`config.mk`:
```
export PLATFORM = sky130hd
export DESIGN_NAME = simon_stream_ctrl_flat
export DESIGN_NICKNAME = d
export VERILOG_FILES = /design/src/rtl/simon_pkg.sv /design/src/rtl/simon_stream_ctrl_if.sv /design/src/rtl/simon_blk_fifo.sv /design/src/rtl/simon_stream_ctrl.sv /design/src/flat_wrapper.sv
export SDC_FILE = /design/constraint.sdc
export NUM_CORES = 1
export LEC_CHECK = 0
export BUFFER_PORTS_ARGS = -buffer_cell sky130_fd_sc_hd__buf_2
export CORE_AREA = 2 2 269 271
export DETAILED_ROUTE_END_ITERATION = 10
export DIE_AREA = 0 0 271 273
export MAX_ROUTING_LAYER = met4
export SYNTH_ARGS = -nofsm -noshare
export SYNTH_HDL_FRONTEND = slang
export SYNTH_SLANG_ARGS = --single-unit
```
`constraint.sdc`:
```
create_clock -name clk -period 6.1 [get_ports clk]
set_input_delay 1.22 -clock clk [delete_from_list [all_inputs] [get_ports clk]]
set_output_delay 1.22 -clock clk [all_outputs]
set_load 0.005 [all_outputs]
```
`src/rtl/simon_pkg.sv`:
```
// Shared types for the SIMON stream controller: default geometry,
// block/key typedefs and the key/data FSM state encodings.
package simon_pkg;
  localparam int N_DEF     = 48;
  localparam int M_DEF     = 3;
  localparam int DEPTH_DEF = 4;

  typedef logic [2*N_DEF-1:0]     blk_t;
  typedef logic [M_DEF*N_DEF-1:0] key_t;

  typedef enum logic [1:0] {K_IDLE, K_REQ, K_WAIT, K_RDY} kst_e;
  typedef enum logic [1:0] {D_IDLE, D_REQ, D_BUSY, D_ACK} dst_e;
endpackage

```
`src/rtl/simon_stream_ctrl_if.sv`:
```
// Host-side block stream: ready/valid push of plaintext blocks and
// ready/valid pop of results.
interface simon_stream_ctrl_if import simon_pkg::*; #(
  parameter int N = N_DEF
) ();
  logic           in_valid;
  logic           in_ready;
  logic [2*N-1:0] in_block;
  logic           out_valid;
  logic           out_ready;
  logic [2*N-1:0] out_block;

  modport master (output in_valid, in_block, out_ready,
                  input  in_ready, out_valid, out_block);
  modport slave  (input  in_valid, in_block, out_ready,
                  output in_ready, out_valid, out_block);
endinterface

```
`src/rtl/simon_blk_fifo.sv`:
```
// Block FIFO with wrap-bit pointers; a push while full is dropped even when
// a pop happens in the same cycle.
module simon_blk_fifo #(
  parameter int W     = 96,
  parameter int DEPTH = 4
) (
  input  logic         clk,
  input  logic         nR,
  input  logic         push,
  input  logic [W-1:0] din,
  input  logic         pop,
  output logic [W-1:0] dout,
  output logic         full,
  output logic         empty
);
  localparam int AW = $clog2(DEPTH);

  logic [W-1:0] mem [DEPTH];
  logic [AW:0]  wp, rp;
  logic         do_push, do_pop;

  assign full    = (wp[AW] != rp[AW]) && (wp[AW-1:0] == rp[AW-1:0]);
  assign empty   = (wp == rp);
  assign do_push = push & ~full;
  assign do_pop  = pop & ~empty;
  assign dout    = mem[rp[AW-1:0]];

  always_ff @(posedge clk or negedge nR) begin
    if (!nR) begin
      wp <= '0;
      rp <= '0;
    end else begin
      if (do_push) wp <= wp + {{AW{1'b0}}, 1'b1};
      if (do_pop)  rp <= rp + {{AW{1'b0}}, 1'b1};
    end
  end

  // Storage needs no reset: emptiness is tracked by the pointers alone.
  always_ff @(posedge clk) begin
    if (do_push) mem[wp[AW-1:0]] <= din;
  end
endmodule

```
`src/rtl/simon_stream_ctrl.sv`:
```
// Feeds host blocks one at a time to a SIMON core and returns results in order.
// Define SIMON_CTRL_STATS_EN to add the blocks_issued/blocks_returned counters.
module simon_stream_ctrl import simon_pkg::*; #(
  parameter int N     = N_DEF,
  parameter int M     = M_DEF,
  parameter int DEPTH = DEPTH_DEF
) (
  input  logic             clk,
  input  logic             nR,
  simon_stream_ctrl_if.slave host,
  input  logic             mode_enc,
  input  logic             key_start,
  input  logic [M*N-1:0]   key_in,
  output logic             key_busy,
  output logic             key_ready,
  output logic             newData,
  output logic [2*N-1:0]   plain,
  output logic             enc_dec,
  output logic             readData,
  input  logic             ldData,
  input  logic             doneData,
  input  logic [2*N-1:0]   cipher,
  output logic             newKey,
  output logic [M*N-1:0]   key,
  input  logic             ldKey,
  input  logic             doneKey
`ifdef SIMON_CTRL_STATS_EN
  ,
  output logic [15:0]      blocks_issued,
  output logic [15:0]      blocks_returned
`endif
);
  kst_e kst, kst_nxt;
  dst_e dst, dst_nxt;

  logic             new_key_nxt, key_ready_nxt, new_data_nxt, enc_dec_nxt, read_data_nxt;
  logic [M*N-1:0]   key_nxt;
  logic [2*N-1:0]   plain_nxt, out_block_q, out_block_nxt, fifo_head;
  logic             out_valid_q, out_valid_nxt;
  logic             fifo_full, fifo_empty, fifo_pop, capture;
  logic             in_flight, key_go, issue;

  simon_blk_fifo #(.W(2*N), .DEPTH(DEPTH)) u_fifo (
    .clk   (clk),
    .nR    (nR),
    .push  (host.in_valid),
    .din   (host.in_block),
    .pop   (fifo_pop),
    .dout  (fifo_head),
    .full  (fifo_full),
    .empty (fifo_empty)
  );

  assign host.in_ready  = ~fifo_full;
  assign host.out_valid = out_valid_q;
  assign host.out_block = out_block_q;

  assign key_busy  = (kst == K_REQ) || (kst == K_WAIT);
  assign in_flight = (dst != D_IDLE);
  assign key_go    = key_start & ~key_busy & ~in_flight;
  // A key reload accepted this cycle blocks issue so no block uses a stale key.
  assign issue     = key_ready & ~key_go & ~fifo_empty & ((dst == D_IDLE) || (dst == D_ACK));

  always_comb begin
    kst_nxt       = kst;
    new_key_nxt   = newKey;
    key_ready_nxt = key_ready;
    key_nxt       = key;
    case (kst)
      K_IDLE, K_RDY: if (key_go) begin
        key_nxt       = key_in;
        new_key_nxt   = 1'b1;
        key_ready_nxt = 1'b0;
        kst_nxt       = K_REQ;
      end
      K_REQ: if (ldKey) begin
        new_key_nxt = 1'b0;
        kst_nxt     = K_WAIT;
      end
      K_WAIT: if (doneKey) begin
        key_ready_nxt = 1'b1;
        kst_nxt       = K_RDY;
      end
      default: kst_nxt = K_IDLE;
    endcase
  end

  always_comb begin
    dst_nxt       = dst;
    new_data_nxt  = newData;
    plain_nxt     = plain;
    enc_dec_nxt   = enc_dec;
    read_data_nxt = readData;
    out_valid_nxt = out_valid_q;
    out_block_nxt = out_block_q;
    fifo_pop      = 1'b0;
    capture       = 1'b0;
    if (out_valid_q && host.out_ready) out_valid_nxt = 1'b0;
    // readData runs independently so a new request can overlap the ack.
    if (readData && !doneData) read_data_nxt = 1'b0;
    case (dst)
      D_IDLE, D_ACK: begin
        if (issue) begin
          plain_nxt    = fifo_head;
          enc_dec_nxt  = mode_enc;
          new_data_nxt = 1'b1;
          dst_nxt      = D_REQ;
        end else if (dst == D_ACK && !doneData) begin
          dst_nxt = D_IDLE;
        end
      end
      D_REQ: if (ldData) begin
        fifo_pop     = 1'b1;
        new_data_nxt = 1'b0;
        dst_nxt      = D_BUSY;
      end
      // Capture only once the previous ack is closed and the result slot frees.
      D_BUSY: if (doneData && !readData && (!out_valid_q || host.out_ready)) begin
        capture       = 1'b1;
        out_block_nxt = cipher;
        out_valid_nxt = 1'b1;
        read_data_nxt = 1'b1;
        dst_nxt       = D_ACK;
      end
      default: dst_nxt = D_IDLE;
    endcase
  end

  always_ff @(posedge clk or negedge nR) begin
    if (!nR) begin
      kst         <= K_IDLE;
      dst         <= D_IDLE;
      newKey      <= 1'b0;
      key_ready   <= 1'b0;
      key         <= '0;
      newData     <= 1'b0;
      plain       <= '0;
      enc_dec     <= 1'b0;
      readData    <= 1'b0;
      out_valid_q <= 1'b0;
      out_block_q <= '0;
    end else begin
      kst         <= kst_nxt;
      dst         <= dst_nxt;
      newKey      <= new_key_nxt;
      key_ready   <= key_ready_nxt;
      key         <= key_nxt;
      newData     <= new_data_nxt;
      plain       <= plain_nxt;
      enc_dec     <= enc_dec_nxt;
      readData    <= read_data_nxt;
      out_valid_q <= out_valid_nxt;
      out_block_q <= out_block_nxt;
    end
  end

`ifdef SIMON_CTRL_STATS_EN
  always_ff @(posedge clk or negedge nR) begin
    if (!nR) begin
      blocks_issued   <= '0;
      blocks_returned <= '0;
    end else begin
      if (fifo_pop) blocks_issued   <= blocks_issued + 16'd1;
      if (capture)  blocks_returned <= blocks_returned + 16'd1;
    end
  end
`endif
endmodule

```
`src/flat_wrapper.sv`:
```
// flat-port wrapper written by rule: the top's interface ports become plain ports
module simon_stream_ctrl_flat import simon_pkg::*;
#(
  parameter int N     = N_DEF,
  parameter int M     = M_DEF,
  parameter int DEPTH = DEPTH_DEF
)
  (clk, nR, mode_enc, key_start, key_in, key_busy, key_ready, newData, plain, enc_dec, readData, ldData, doneData, cipher, newKey, key, ldKey, doneKey, host_in_valid, host_in_block, host_out_ready, host_in_ready, host_out_valid, host_out_block);
  simon_stream_ctrl_if #(.N(N)) host_i ();
  input  logic clk;
  input  logic nR;
  input  logic mode_enc;
  input  logic key_start;
  input  logic [M*N-1:0] key_in;
  output logic key_busy;
  output logic key_ready;
  output logic newData;
  output logic [2*N-1:0] plain;
  output logic enc_dec;
  output logic readData;
  input  logic ldData;
  input  logic doneData;
  input  logic [2*N-1:0] cipher;
  output logic newKey;
  output logic [M*N-1:0] key;
  input  logic ldKey;
  input  logic doneKey;
  input wire logic [$bits(host_i.in_valid)-1:0] host_in_valid;
  input wire logic [$bits(host_i.in_block)-1:0] host_in_block;
  input wire logic [$bits(host_i.out_ready)-1:0] host_out_ready;
  output wire logic [$bits(host_i.in_ready)-1:0] host_in_ready;
  output wire logic [$bits(host_i.out_valid)-1:0] host_out_valid;
  output wire logic [$bits(host_i.out_block)-1:0] host_out_block;
  assign host_i.in_valid = host_in_valid;
  assign host_i.in_block = host_in_block;
  assign host_i.out_ready = host_out_ready;
  assign host_in_ready = host_i.in_ready;
  assign host_out_valid = host_i.out_valid;
  assign host_out_block = host_i.out_block;
  simon_stream_ctrl #(.N(N), .M(M), .DEPTH(DEPTH)) u_core (.clk(clk), .nR(nR), .host(host_i), .mode_enc(mode_enc), .key_start(key_start), .key_in(key_in), .key_busy(key_busy), .key_ready(key_ready), .newData(newData), .plain(plain), .enc_dec(enc_dec), .readData(readData), .ldData(ldData), .doneData(doneData), .cipher(cipher), .newKey(newKey), .key(key), .ldKey(ldKey), .doneKey(doneKey));
endmodule
```
# Word level (Yosys, flattened, before mapping)
# Memory sizes are Yosys's and may differ from the RTL's. A register that Yosys moved wholly into a read port is not among the register bits.
# Index checks and enable logic that the tools add are counted.
# word_totals
reg_bits	256
n_memories	1
in_bits	346
ram_bits	384
out_inout_bits	344
# memory_table
memory	words	word_bits	read_ports	rd_clocked_by_memory_dff	write_ports	line	source
u_core.u_fifo.mem	4	96	1	1	1	simon_blk_fifo.sv:18	logic [W-1:0] mem [DEPTH];
# classes
n_eq_ne	16
reduce_logical	29
mux	28
addsub	2
bitwise	12
# op_table
operator	count
1-bit two-way mux	16
3-bit AND reduction	5
2-bit two-way mux	7
2-bit case mux with 3 select lines	2
2-bit equality test (second input constant)	4
2-bit nonzero test	4
1-bit bitwise AND	7
3-bit by 1-bit adder with 3-bit output (second input constant)	2
1-bit logical AND	6
2-bit by 1-bit != test with 1-bit output (second input constant)	3
2-bit != test (second input constant)	3
1-bit case mux with 2 select lines	3
2-bit AND reduction	3
1-bit NOT	5
2-bit by 1-bit equality test with 1-bit output (second input constant)	2
1-bit logical NOT	4
2-bit logical NOT	2
2-bit OR reduction	2
3-bit equality test	1
1-bit logical OR	3
3-bit by 1-bit != test with 1-bit output (second input constant)	1
2-bit equality test	1
1-bit != test	1

# Depth between registers and ports, before layout
# Gate-level depths: netlist (run 1).
# logic_depth
word_depth	11
depth_mapped	9

# Modules after synthesis
# Synthesis (run 1) repeated with hierarchy kept, for this count alone.
# hier_totals
cells_unflattened	1834
area_unflattened_um2	27456.3
# modules_own_cells
module	instances	seq_area_each_um2	cells_each	area_per_inst_um2
simon_blk_fifo	1	11681.2	550	14323.7
simon_stream_ctrl	1	8658.3	1284	13132.6

# Least setup slack after synthesis (run 1)
# Ideal clock, no wire load.
# synth_timing
kind	input port to flip-flop
startpoint	input host_in_valid
endpoint	memory u_core.u_fifo.mem[3][0] (enable)
required_ns	5.632
t_arrival_ns	3.525
n_path_buf	0
setup_time_ns	0.468
path_slack_ns	2.107
path_stages	1
path_cell_list	and3_1
# synth_via
elab_chain_len	3
# synth_rtl
item	line	source
start, declared	flat_wrapper.sv:28	input wire logic [$bits(host_i.in_valid)-1:0] host_in_valid;
1-bit bitwise AND	simon_blk_fifo.sv:24	assign do_push = push & ~full;
1-bit two-way mux	simon_blk_fifo.sv:40	if (do_push) mem[wp[AW-1:0]] <= din;
1-bit two-way mux (implied by the code)	simon_blk_fifo.sv:40	
end, declared	simon_blk_fifo.sv:18	
# Every way passes these cells.

# Worst setup path in the final report (run 1)
# layout_timing
startpoint	register u_core.u_fifo.rp[1]
endpoint	output host_in_ready
# layout_via
elab_chain_len	3
# layout_rtl
item	line	source
start, declared	simon_blk_fifo.sv:19	logic [AW:0] wp, rp;
start signal, assigned	simon_blk_fifo.sv:34	if (do_pop) rp <= rp + {{AW{1'b0}}, 1'b1};
2-bit equality test	simon_blk_fifo.sv:22	assign full = (wp[AW] != rp[AW]) && (wp[AW-1:0] == rp[AW-1:0]);
1-bit logical AND	simon_blk_fifo.sv:22	
1-bit NOT	simon_stream_ctrl.sv:54	assign host.in_ready = ~fifo_full;
end, declared	flat_wrapper.sv:31	output wire logic [$bits(host_i.in_ready)-1:0] host_in_ready;
# Every way passes these cells.

==> run_results.csv, run 1 <==
group,metric,value,unit
status,outcome,"completed",
synth,synth_fp_nets,1656,
timing,tns,0,ns
clock_network,cts_tree,"done",
drt,dr.pass1.iters,4,
synth,ys_warn_count,0,
synth,synth_compound_area_share,0.280,%
clock_network,cts-hold-fix-buffers,0,
global_routing,antenna_found_initial,34,
global_routing,grt_max_degree,126,
timing,setup_viol,0,
synth,synth_area_per_cell,21.0,µm²
clock_network,htreeDepth,3,
synth,synth_cells,1299,
setup_path,rr_startpoint,"u_core.u_fifo.rp[0]",
clock_network,insertion_delay,0.63,ns
setup_path,rr_worst_depth,5,
final_layout,multiInputGateArea,6570,µm²
global_routing,first_global_vias,15841,
power_and_ir_drop,cellPowerDensity,533,nW/µm²
setup_path,max_stage_delay,0.94,ns
synth,synthesis.area,27300,µm²
setup_path,setup.worst_path.class,"reg2out",
final_layout,fillers,6069,
setup_path,worstReg2RegEnd,"u_core.plain[10]",
job,drv_cap,0,
drt,drtAntennaViolNets,0,
final_layout,area_delta_synth_final,26.9,%
power_and_ir_drop,power.leakage,14.4,nW
synth,synth_top_area_share,42.3,%
global_routing,track_usage,21.3,%
placed_design,portBuffers,689,
clock_network,clock_sink_count,736,
timing,holdWs,0.477,ns
placed_design,dp_slack,2.38,ns
setup_path,critPathLaunchType,"flip-flop",
clock_network,cts_buffers,82,
floorplanning,die_w,271,µm
placed_design,hpwl,55.7,mm
synth,synthAdderAreaFrac,0.504,%
final_layout,fin_nets,2392,
final_layout,layout_commonest_cell,"buf_2",
synth,ys_seq_elements,736,
clock_network,path_clk_slew,0.06,ns
min_path,hold_path_class,"reg2reg",
floorplanning,pin_count,690,
timing,period_needed,3.51,ns
setup_path,cp.required,4.88,ns
floorplanning,initial_core_util,38.4,%
timing,relSlewSlack,26.8,%
setup_path,endpoint,"host_in_ready",
drt,viasPerCell,4.85,
drt,wire_per_inst,25.2,µm
final_layout,seq_area,20300,µm²
synth,ys_top_cells_by_area,"edfxtp_1 42%, dfrtp_1 32%, mux2_2 10%, mux4_2 7.9%, mux2_1 2.8%",
synth,synth_top_family_by_area,"multiplexers",
placed_design,globalplace.congestion,0.976,
final_layout,final_cell_mix,"688 x buf_2, 384 x edfxtp_1, 350 x dfrtp_1, 242 x mux2_2, 96 x mux4_2",
timing,fmax,0.285,GHz
final_layout,post_route_cells_drive_above_1_share,57.8,%
timing,slew_viol_final,0,
timing,hold_viol,0,
timing,worstMarginPinSlew,1.09,ns
global_routing,overflow,0,
clock_network,max-clock-path-buffers,3,
drt,dr.first_iter.drc_count,865,
timing,period_share,57.6,%
timing,fin_ws,2.59,ns
floorplanning,die_area,74000,µm²
setup_path,worstPathCellList,"xnor2_1 -> nand3_1 -> buf_2",
setup_path,crit_start,"u_core.u_fifo.rp[1]",
timing,fin_skew,0.0400,ns
floorplanning,core-area,71000,µm²
power_and_ir_drop,ir_drop,0.000226,V
synth,synth_top_area_cell,"edfxtp_1",
synth,synth_xor_area_share,0.225,%
setup_path,arrival,2.29,ns
clock_network,ctsResizeCount,0,
drt,dr_total_vias,14875,
clock_network,ctsRootBufferMaster,"clkbuf_16",
setup_path,ff2ff_setup_slack,2.78,ns
synth,ys_seq_area_share,74.5,%
setup_path,crit_fanout,48,
drt,drc_errors,0,
synth,synth_mux_area_share,22.4,%
global_routing,grt_pass1_wl,111,mm
synth,synth-simple-area-share,0.504,%
floorplanning,die_h,273,µm
synth,yosysUniqueCellTypes,33,
setup_path,end_kind,"primary output",
drt,wl,77.4,mm
floorplanning,num_rows,98,
setup_path,cpMaxStageDelayCell,"dfrtp_4",
timing,rsz0062_at_grt,"no",
clock_network,postCtsSetupBuffers,0,
## cell families after synthesis
kind of cell	Yosys count
AOI/OAI and AO/OA	13
and+or+nand+nor	25
DFF	736
adders and majority gates	11
muxes	438
xor gates and xnor gates	7
buffers and inverters	69
## critical path, delay by kind of cell, from the launching register on
kind | cells | cell delay (ns)
and+or+nand+nor | 1 | 0.26
xor gates and xnor gates | 1 | 0.22
DFF | 1 | 0.94
buffers and inverters | 1 | 0.27
## stage by stage
stage          total power [mW]  area, µm²  instances  utilization (%)
5_1_grt                    19.5      34600       3067             48.8
3_3_place_gp               13.5      31800       2901             44.8
2_1_floorplan              11.0      27300       1299                -
3_5_place_dp               13.7      31800       2901             44.8
4_1_cts                    18.8      34600       3054             48.7
6_report                   18.5      34600       3068             48.8
## synth_stat cells (all sizes together)
master / number
o21ai: 6
and3b: 1
mux2: 339
a31oi: 1
mux2i: 3
buf: 38
nand4b: 1
and2: 1
ha: 11
nand3b: 1
xor2: 3
o2bb2ai: 1
nor2: 2
clkbuf: 21
mux4: 96
nand2b: 1
a21oi: 4
inv: 10
xnor2: 4
edfxtp: 384
and3: 4
nand3: 2
o221a: 1
dfrtp: 352
nand2: 11
nor3: 1
## layer usage
| metal | GRT usage [%] | part of all wire [%] | up-vias |
|---|---|---|---|
| li1 | - | - | 6511 |
| met1 | 22.3 | 35 | 7732 |
| met4 | 7.08 | 3.0 | 0 |
| met3 | 7.86 | 8.7 | 135 |
| met5 | - | 0 | - |
| met2 | 37.1 | 53 | 497 |
## sequential cells by signal (all words and copies together) (netlist names)
signal                 cells
u_core.u_fifo.wp           3
u_core.u_fifo.rp           3
u_core.host.out_valid      1
u_core.readData            1
u_core.plain              96
u_core.kst                 2
u_core.dst                 2
u_core.newData             1
u_core.enc_dec             1
u_core.key               144
u_core.key_ready           1
u_core.host.out_block     96
u_core.u_fifo.mem        384
u_core.newKey              1
## how the worst min path moves through the flow
stage,from,end,slack (ns),cells after the start
floorplan,u_core.u_fifo.wp[2],u_core.u_fifo.wp[2],0.46,1
global placement,u_core.plain[2],u_core.plain[2],0.46,1
detailed placement,u_core.plain[62],u_core.plain[62],0.47,1
CTS,nR,u_core.plain[45],0.48,1
global route,u_core.plain[84],u_core.plain[84],0.49,1
finish,u_core.plain[13],u_core.plain[13],0.48,1
## area by class of cell
class                   instances  area share, %
multi-input cells             494           19.0
inverters                      10          0.108
repair buffers                711           10.6
clock inverters                49           1.73
diodes                         14          0.101
flip-flops and latches        736           58.8
well taps                     950           3.43
clock buffers                 104           6.31
## power breakdown
part | switching (mW) | leakage, nW | internal, mW
combinational | 2.65 | 5.31 | 2.86
clock | 2.07 | 1.35 | 2.97
sequential | 0.857 | 7.72 | 7.07
total | 5.58 | 14.4 | 12.9
Power figures use the tool's default switching activity.
==> run 2, diff against run 1 <==
ABC_AREA = 1   (was unset)
clock period = 3.4 ns   (was 6.1 ns; I/O delays follow)
==> run_results.csv, run 2 <==
group,metric,value,unit
synth,ys_seq_area_share,73.4,%
timing,fmax,0.393,GHz
power_and_ir_drop,power.total,34.7,mW
timing,worstMarginPinSlew,1.03,ns
placed_design,dp_slack,0.874,ns
timing,period_needed,2.54,ns
synth,yosysUniqueCellTypes,27,
power_and_ir_drop,power.leakage,14.5,nW
clock_network,cts_buffers,80,
floorplanning,pin_count,690,
clock_network,insertion_delay,0.62,ns
global_routing,first_global_vias,19298,
power_and_ir_drop,p_comb_share,34.0,%
power_and_ir_drop,intPower,22.8,mW
floorplanning,core-area,71000,µm²
final_layout,final_cell_mix,"688 x buf_2, 387 x nor2_1, 384 x edfxtp_1, 350 x dfrtp_1, 240 x mux2_2",
synth,netlist_top_cells_count,"391 x nor2_1, 384 x edfxtp_1, 352 x dfrtp_1",
synth,synth_area_per_cell,14.0,µm²
setup_path,setup.worst_path.class,"reg2out",
final_layout,largest_reg_flops,384,
drt,dr_total_vias,18802,
floorplanning,num_rows,98,
synth,ys_seq_elements,736,
clock_network,ctsRootBufferMaster,"clkbuf_16",
floorplanning,die_w,271,µm
synth,ys_async_sr_fraction,47.8,%
timing,rsz0062_at_grt,"no",
synth,ys_warn_count,0,
floorplanning,die_h,273,µm
final_layout,fillers,6159,
global_routing,grt_pass1_wl,124,mm
setup_path,worstReg2RegEnd,"u_core.plain[38]",
power_and_ir_drop,power.switching,12.0,mW
clock_network,htreeDepth,3,
drt,drc_errors,0,
job,drv_cap,0,
power_and_ir_drop,power_frac_clock,25.4,%
synth,synthFlopType,"edfxtp_1",
drt,dr.first_iter.drc_count,1415,
synth,yosysMostFrequentCell,"nor2_1",
min_path,hold_path_class,"in2async",
timing,setup_viol,0,
setup_path,critPathLaunchType,"flip-flop",
global_routing,overflow,0,
power_and_ir_drop,ir_drop,0.00102,V
timing,fin_ws,0.856,ns
timing,relSlewSlack,31.3,%
final_layout,area_delta_synth_final,26.6,%
drt,viasPerCell,5.08,
global_routing,grt_max_degree,194,
timing,fin_skew,0.0208,ns
drt,wire_per_inst,22.7,µm
clock_network,path_clk_slew,0.06,ns
synth,synth_fp_nets,2336,
power_and_ir_drop,power_frac_seq,40.6,%
synth,ys_top_cells_by_area,"edfxtp_1 42%, dfrtp_1 32%, mux2_2 9.8%, nor2_1 5.3%, o21ai_0 3.2%",
synth,synth_top_area_share,41.6,%
final_layout,post_route_cells_drive_above_1_share,40.6,%
timing,hold_viol,0,
placed_design,portBuffers,689,
placed_design,globalplace.congestion,0.897,
power_and_ir_drop,swShare,34.5,%
clock_network,cts-hold-fix-buffers,0,
drt,drtAntennaViolNets,0,
clock_network,cts_tree,"done",
synth,synthesis.area,27700,µm²
synth,synth_edf_count,384,
drt,wl,83.8,mm
setup_path,arrival,1.86,ns
setup_path,end_kind,"primary output",
status,outcome,"completed",
clock_network,max-clock-path-buffers,3,
timing,slew_viol_final,0,
timing,period_share,74.8,%
clock_network,clock_sink_count,736,
floorplanning,die_area,74000,µm²
clock_network,postCtsSetupBuffers,0,
clock_network,ctsResizeCount,0,
setup_path,ff2ff_setup_slack,0.86,ns
setup_path,cp.required,2.72,ns
drt,dr.pass1.iters,5,
global_routing,antenna_found_initial,38,
global_routing,track_usage,22.8,%
final_layout,fin_nets,3020,
final_layout,layout_commonest_cell,"buf_2",
setup_path,rr_startpoint,"u_core.u_fifo.rp[1]",
synth,synth_top_area_cell,"edfxtp_1",
floorplanning,initial_core_util,39.0,%
synth,synth_cells,1979,
setup_path,rr_worst_depth,7,
setup_path,crit_fanout,33,
placed_design,hpwl,55.6,mm
power_and_ir_drop,cellPowerDensity,991,nW/µm²
## run 2: changes by cell type after synthesis, sizes merged, moves of 4 or more
| cell | before | now |
|---|---|---|
| nor2 | 2 | 392 |
| o21ai | 6 | 198 |
| mux2 | 339 | 240 |
| mux4 | 96 | 0 |
| o22ai | 0 | 96 |
| a21oi | 4 | 98 |
| clkbuf | 21 | 58 |
| nand2 | 11 | 43 |
| buf | 38 | 61 |
| inv | 10 | 28 |
| nand3 | 2 | 12 |
| and3 | 4 | 0 |
## run 2: metal layers
layer,global-route usage (%),wire (µm)
met1,26.6,31900
met2,38.0,42600
met3,7.07,7380
met4,6.59,1920
met5,-,0
## run 2: critical path, cell delays in order (launching register included)
cell and delay (ns):
dfrtp_4 0.64, inv_6 0.11, nand2_1 0.05, nand2_1 0.12
nand4_1 0.15, buf_2 0.18
## run 2: how the worst max path moves through the flow
stage | to | slack, ns | startpoint
after global routing | u_core.plain[24] | 0.70 | u_core.u_fifo.rp[1]
final | host_in_ready | 0.86 | u_core.u_fifo.rp[0]
after global placement | u_core.plain[32] | 0.98 | u_core.u_fifo.rp[1]
after floorplan | u_core.u_fifo.mem[0][0] | -0.59 | u_core.u_fifo.rp[0]
after detailed placement | u_core.plain[59] | 0.87 | u_core.u_fifo.rp[1]
after CTS | host_in_ready | 0.81 | u_core.u_fifo.rp[0]
## run 2: final cells by class
| class | count | area [µm²] | share of cell area [%] |
|---|---|---|---|
| multi-input cells | 1096 | 6760 | 19.3 |
| clock inverters | 31 | 338 | 0.963 |
| diodes | 21 | 52.6 | 0.150 |
| clock buffers | 116 | 2390 | 6.81 |
| repair buffers | 721 | 3890 | 11.1 |
| flip-flops and latches | 736 | 20300 | 58.0 |
| well taps | 950 | 1190 | 3.39 |
| inverters | 28 | 113 | 0.321 |
## run 2: power by group through the flow
stage	combinational, mW	sequential, mW	clock (mW)
after floorplan	6.52	14.2	0
after global placement	11.7	14.1	0
after detailed placement	11.9	14.2	0
after CTS	12.0	14.1	9.06
after global routing	12.9	14.4	9.41
final	11.8	14.1	8.84
## run 2: metrics by stage
| step | hold WS (ns) | std cells | TNS, ns | utilization, % | area (µm²) |
|---|---|---|---|---|---|
| 3_5_place_dp | 0.468 | 3531 | 0 | 45.5 | 32300 |
| 5_1_grt | 0.0939 | 3698 | 0 | 49.4 | 35100 |
| 4_1_cts | 0.0921 | 3678 | 0 | 49.3 | 35000 |
| 6_report | 0.0526 | 3699 | 0 | 49.4 | 35100 |
| 2_1_floorplan | 0.384 | 1979 | -226.84 | - | 27700 |
| 3_3_place_gp | 0.455 | 3531 | 0 | 45.5 | 32300 |
## run 2: cell families (layout without fill, tap and decap cells)
group / count (synthesis) / after routing / share of synthesized area, %
AO/OA/AOI/OAI: 393 / 393 / 7.55
XOR/XNOR: 3 / 3 / 0.0949
adder cells (fa/ha/maj): 11 / 11 / 0.497
buffers and inverters: 147 / 896 / 2.39
flip-flops: 736 / 736 / 73.4
multiplexers: 240 / 240 / 9.76
other: 0 / 21 / 0
AND/OR/NAND/NOR: 449 / 449 / 6.28
==> run 3, diff against run 2 <==
clock period = 2.55 ns   (was 3.4 ns; I/O delays follow)
==> run_results.csv, run 3 (synthesis gave the netlist of run 2 again) <==
group,metric,value,unit
clock_network,path_clk_slew,0.07,ns
global_routing,use_met1,26.2,%
placed_design,globalplace.congestion,0.902,
timing,holdWs,0.0925,ns
setup_path,critical-path-top-delay-family,"flip-flops",
setup_path,rr_worst_depth,7,
job,drv_cap,0,
setup_path,cp.depth,5,
drt,viasPerCell,5.03,
floorplanning,core-area,71000,µm²
setup_path,rr_startpoint,"u_core.u_fifo.rp[1]",
final_layout,largest_reg_flops,384,
global_routing,grt_pass1_wl,122,mm
global_routing,grtUsageMet3,7.90,%
clock_network,ctsRootBufferMaster,"clkbuf_16",
placed_design,dp.cells,3535,
placed_design,placed_area,32400,µm²
floorplanning,die_area,74000,µm²
floorplanning,initial_core_util,39.0,%
setup_path,critPathLaunchType,"flip-flop",
floorplanning,die_h,273,µm
global_routing,first_global_vias,18745,
floorplanning,die_w,271,µm
placed_design,hpwl,56.5,mm
setup_path,max_stage_delay,0.56,ns
timing,rsz0062_at_grt,"no",
global_routing,track_usage,22.8,%
timing,worstMarginPinSlew,1.08,ns
power_and_ir_drop,cellPowerDensity,1320,nW/µm²
setup_path,cp.required,2.04,ns
final_layout,final_util,49.5,%
drt,drtAntennaViolNets,0,
clock_network,max-clock-path-buffers,3,
clock_network,htreeDepth,3,
drt,dr.pass1.iters,4,
final_layout,area_delta_synth_final,26.9,%
timing,fin_skew,0.0245,ns
min_path,min_from,"host_in_block[59]",
timing,fin_ws,0.153,ns
timing,period_needed,2.40,ns
timing,slew_viol_final,0,
clock_network,cts_tree,"done",
clock_network,cts_buffers,78,
timing,relSlewSlack,27.7,%
drt,wl,84.3,mm
final_layout,final_cell_mix,"688 x buf_2, 387 x nor2_1, 384 x edfxtp_1, 350 x dfrtp_1, 240 x mux2_2",
global_routing,grtUsageMet2,35.0,%
drt,dr_total_vias,18711,
drt,drc_errors,0,
setup_path,worstPathCellList,"inv_2 -> nand2_1 -> nand2_1 -> nand4_1 -> buf_2",
setup_path,end_kind,"primary output",
power_and_ir_drop,power.total,46.3,mW
min_path,hold_path_class,"in2reg",
global_routing,grt_max_degree,194,
setup_path,cpMaxStageDelayCell,"dfrtp_4",
final_layout,final_cells,3720,
global_routing,overflow,0,
final_layout,stdcell_area,35200,µm²
setup_path,setup.worst_path.class,"reg2out",
floorplanning,pin_count,690,
clock_network,clock_sink_count,736,
timing,fmax,0.417,GHz
setup_path,crit_start,"u_core.u_fifo.rp[1]",
status,outcome,"completed",
global_routing,top_usage_layer,"met2",
timing,period_share,94.0,%
setup_path,crit_buf_inv,2,
final_layout,post_route_cells_drive_above_1_share,40.5,%
power_and_ir_drop,power.leakage,14.5,nW
placed_design,portBuffers,689,
floorplanning,num_rows,98,
power_and_ir_drop,ir_drop,0.00108,V
timing,setup_viol,0,
drt,wire_per_inst,22.7,µm
clock_network,postCtsSetupBuffers,0,
drt,dr.first_iter.drc_count,1362,
setup_path,crit_fanout,14,
final_layout,layout_commonest_cell,"buf_2",
final_layout,fin_nets,3023,
setup_path,ff2ff_setup_slack,0.44,ns
setup_path,arrival,1.89,ns
setup_path,endpoint,"host_in_ready",
global_routing,antenna_found_initial,59,
clock_network,insertion_delay,0.62,ns
setup_path,worstReg2RegEnd,"u_core.u_fifo.mem[0][46]",
timing,hold_viol,0,
placed_design,dp_slack,0.456,ns
timing,tns,0,ns
setup_path,cpMostUsedCell,"nand2_1",
## run 3: cell types whose count changed in the layout (fill, tap and decap cells not counted), moves of 3 or more
cell        delta
inv_6          -3
clkbuf_16      -4
bufinv_16      +3
buf_12         +4
clkbuf_8       -5
clkbuf_1       +5
clkinvlp_4     +4
diode_2       +18
## run 3: worst min path at each step
stage | endpoint | cells after the start
global placement | u_core.enc_dec | 2
detailed placement | u_core.enc_dec | 2
CTS | u_core.u_fifo.mem[2][59] | 1
finish | u_core.u_fifo.mem[2][59] | 1
floorplan | u_core.dst[0] | 0
global route | u_core.u_fifo.mem[3][71] | 1
## run 3: report_power, final
part	switching (mW)	internal (mW)	leakage, nW
logic	9.39	6.58	5.58
registers	1.80	16.9	7.60
clock network	4.76	6.86	1.29
total	16.0	30.3	14.5
## run 3: what timing repair did
| action | in CTS | in global routing |
|---|---|---|
| hold buffers | 1 | 0 |
| setup endpoints to repair | 0 | 0 |
| gates resized for setup | 0 | 0 |
| endpoints found under the hold margin | 37 | 0 |
## run 3: worst register-to-register path, stage by stage, from the launching register on
cell and delay [ns]:
dfrtp_4 0.52, inv_2 0.08, nand2_1 0.06, nand2_1 0.10, nand4_1 0.20, nand2_4 0.15, nor2_4 0.16, buf_12 0.39
## run 3: routing by layer
metal | vias to the layer above | share of wire (%)
li1 | 8506 | -
met1 | 9309 | 38
met2 | 699 | 48
met3 | 197 | 9.5
met4 | 0 | 5.0
met5 | - | 0
## run 3: area by class of cell
type                    instances  area, µm²
clock inverters                35        442
diodes                         39       97.6
repair buffers                726       3980
multi-input cells            1096       6760
clock buffers                 110       2220
fillers                      6231      35800
well taps                     950       1190
inverters                      28        113
flip-flops and latches        736      20300
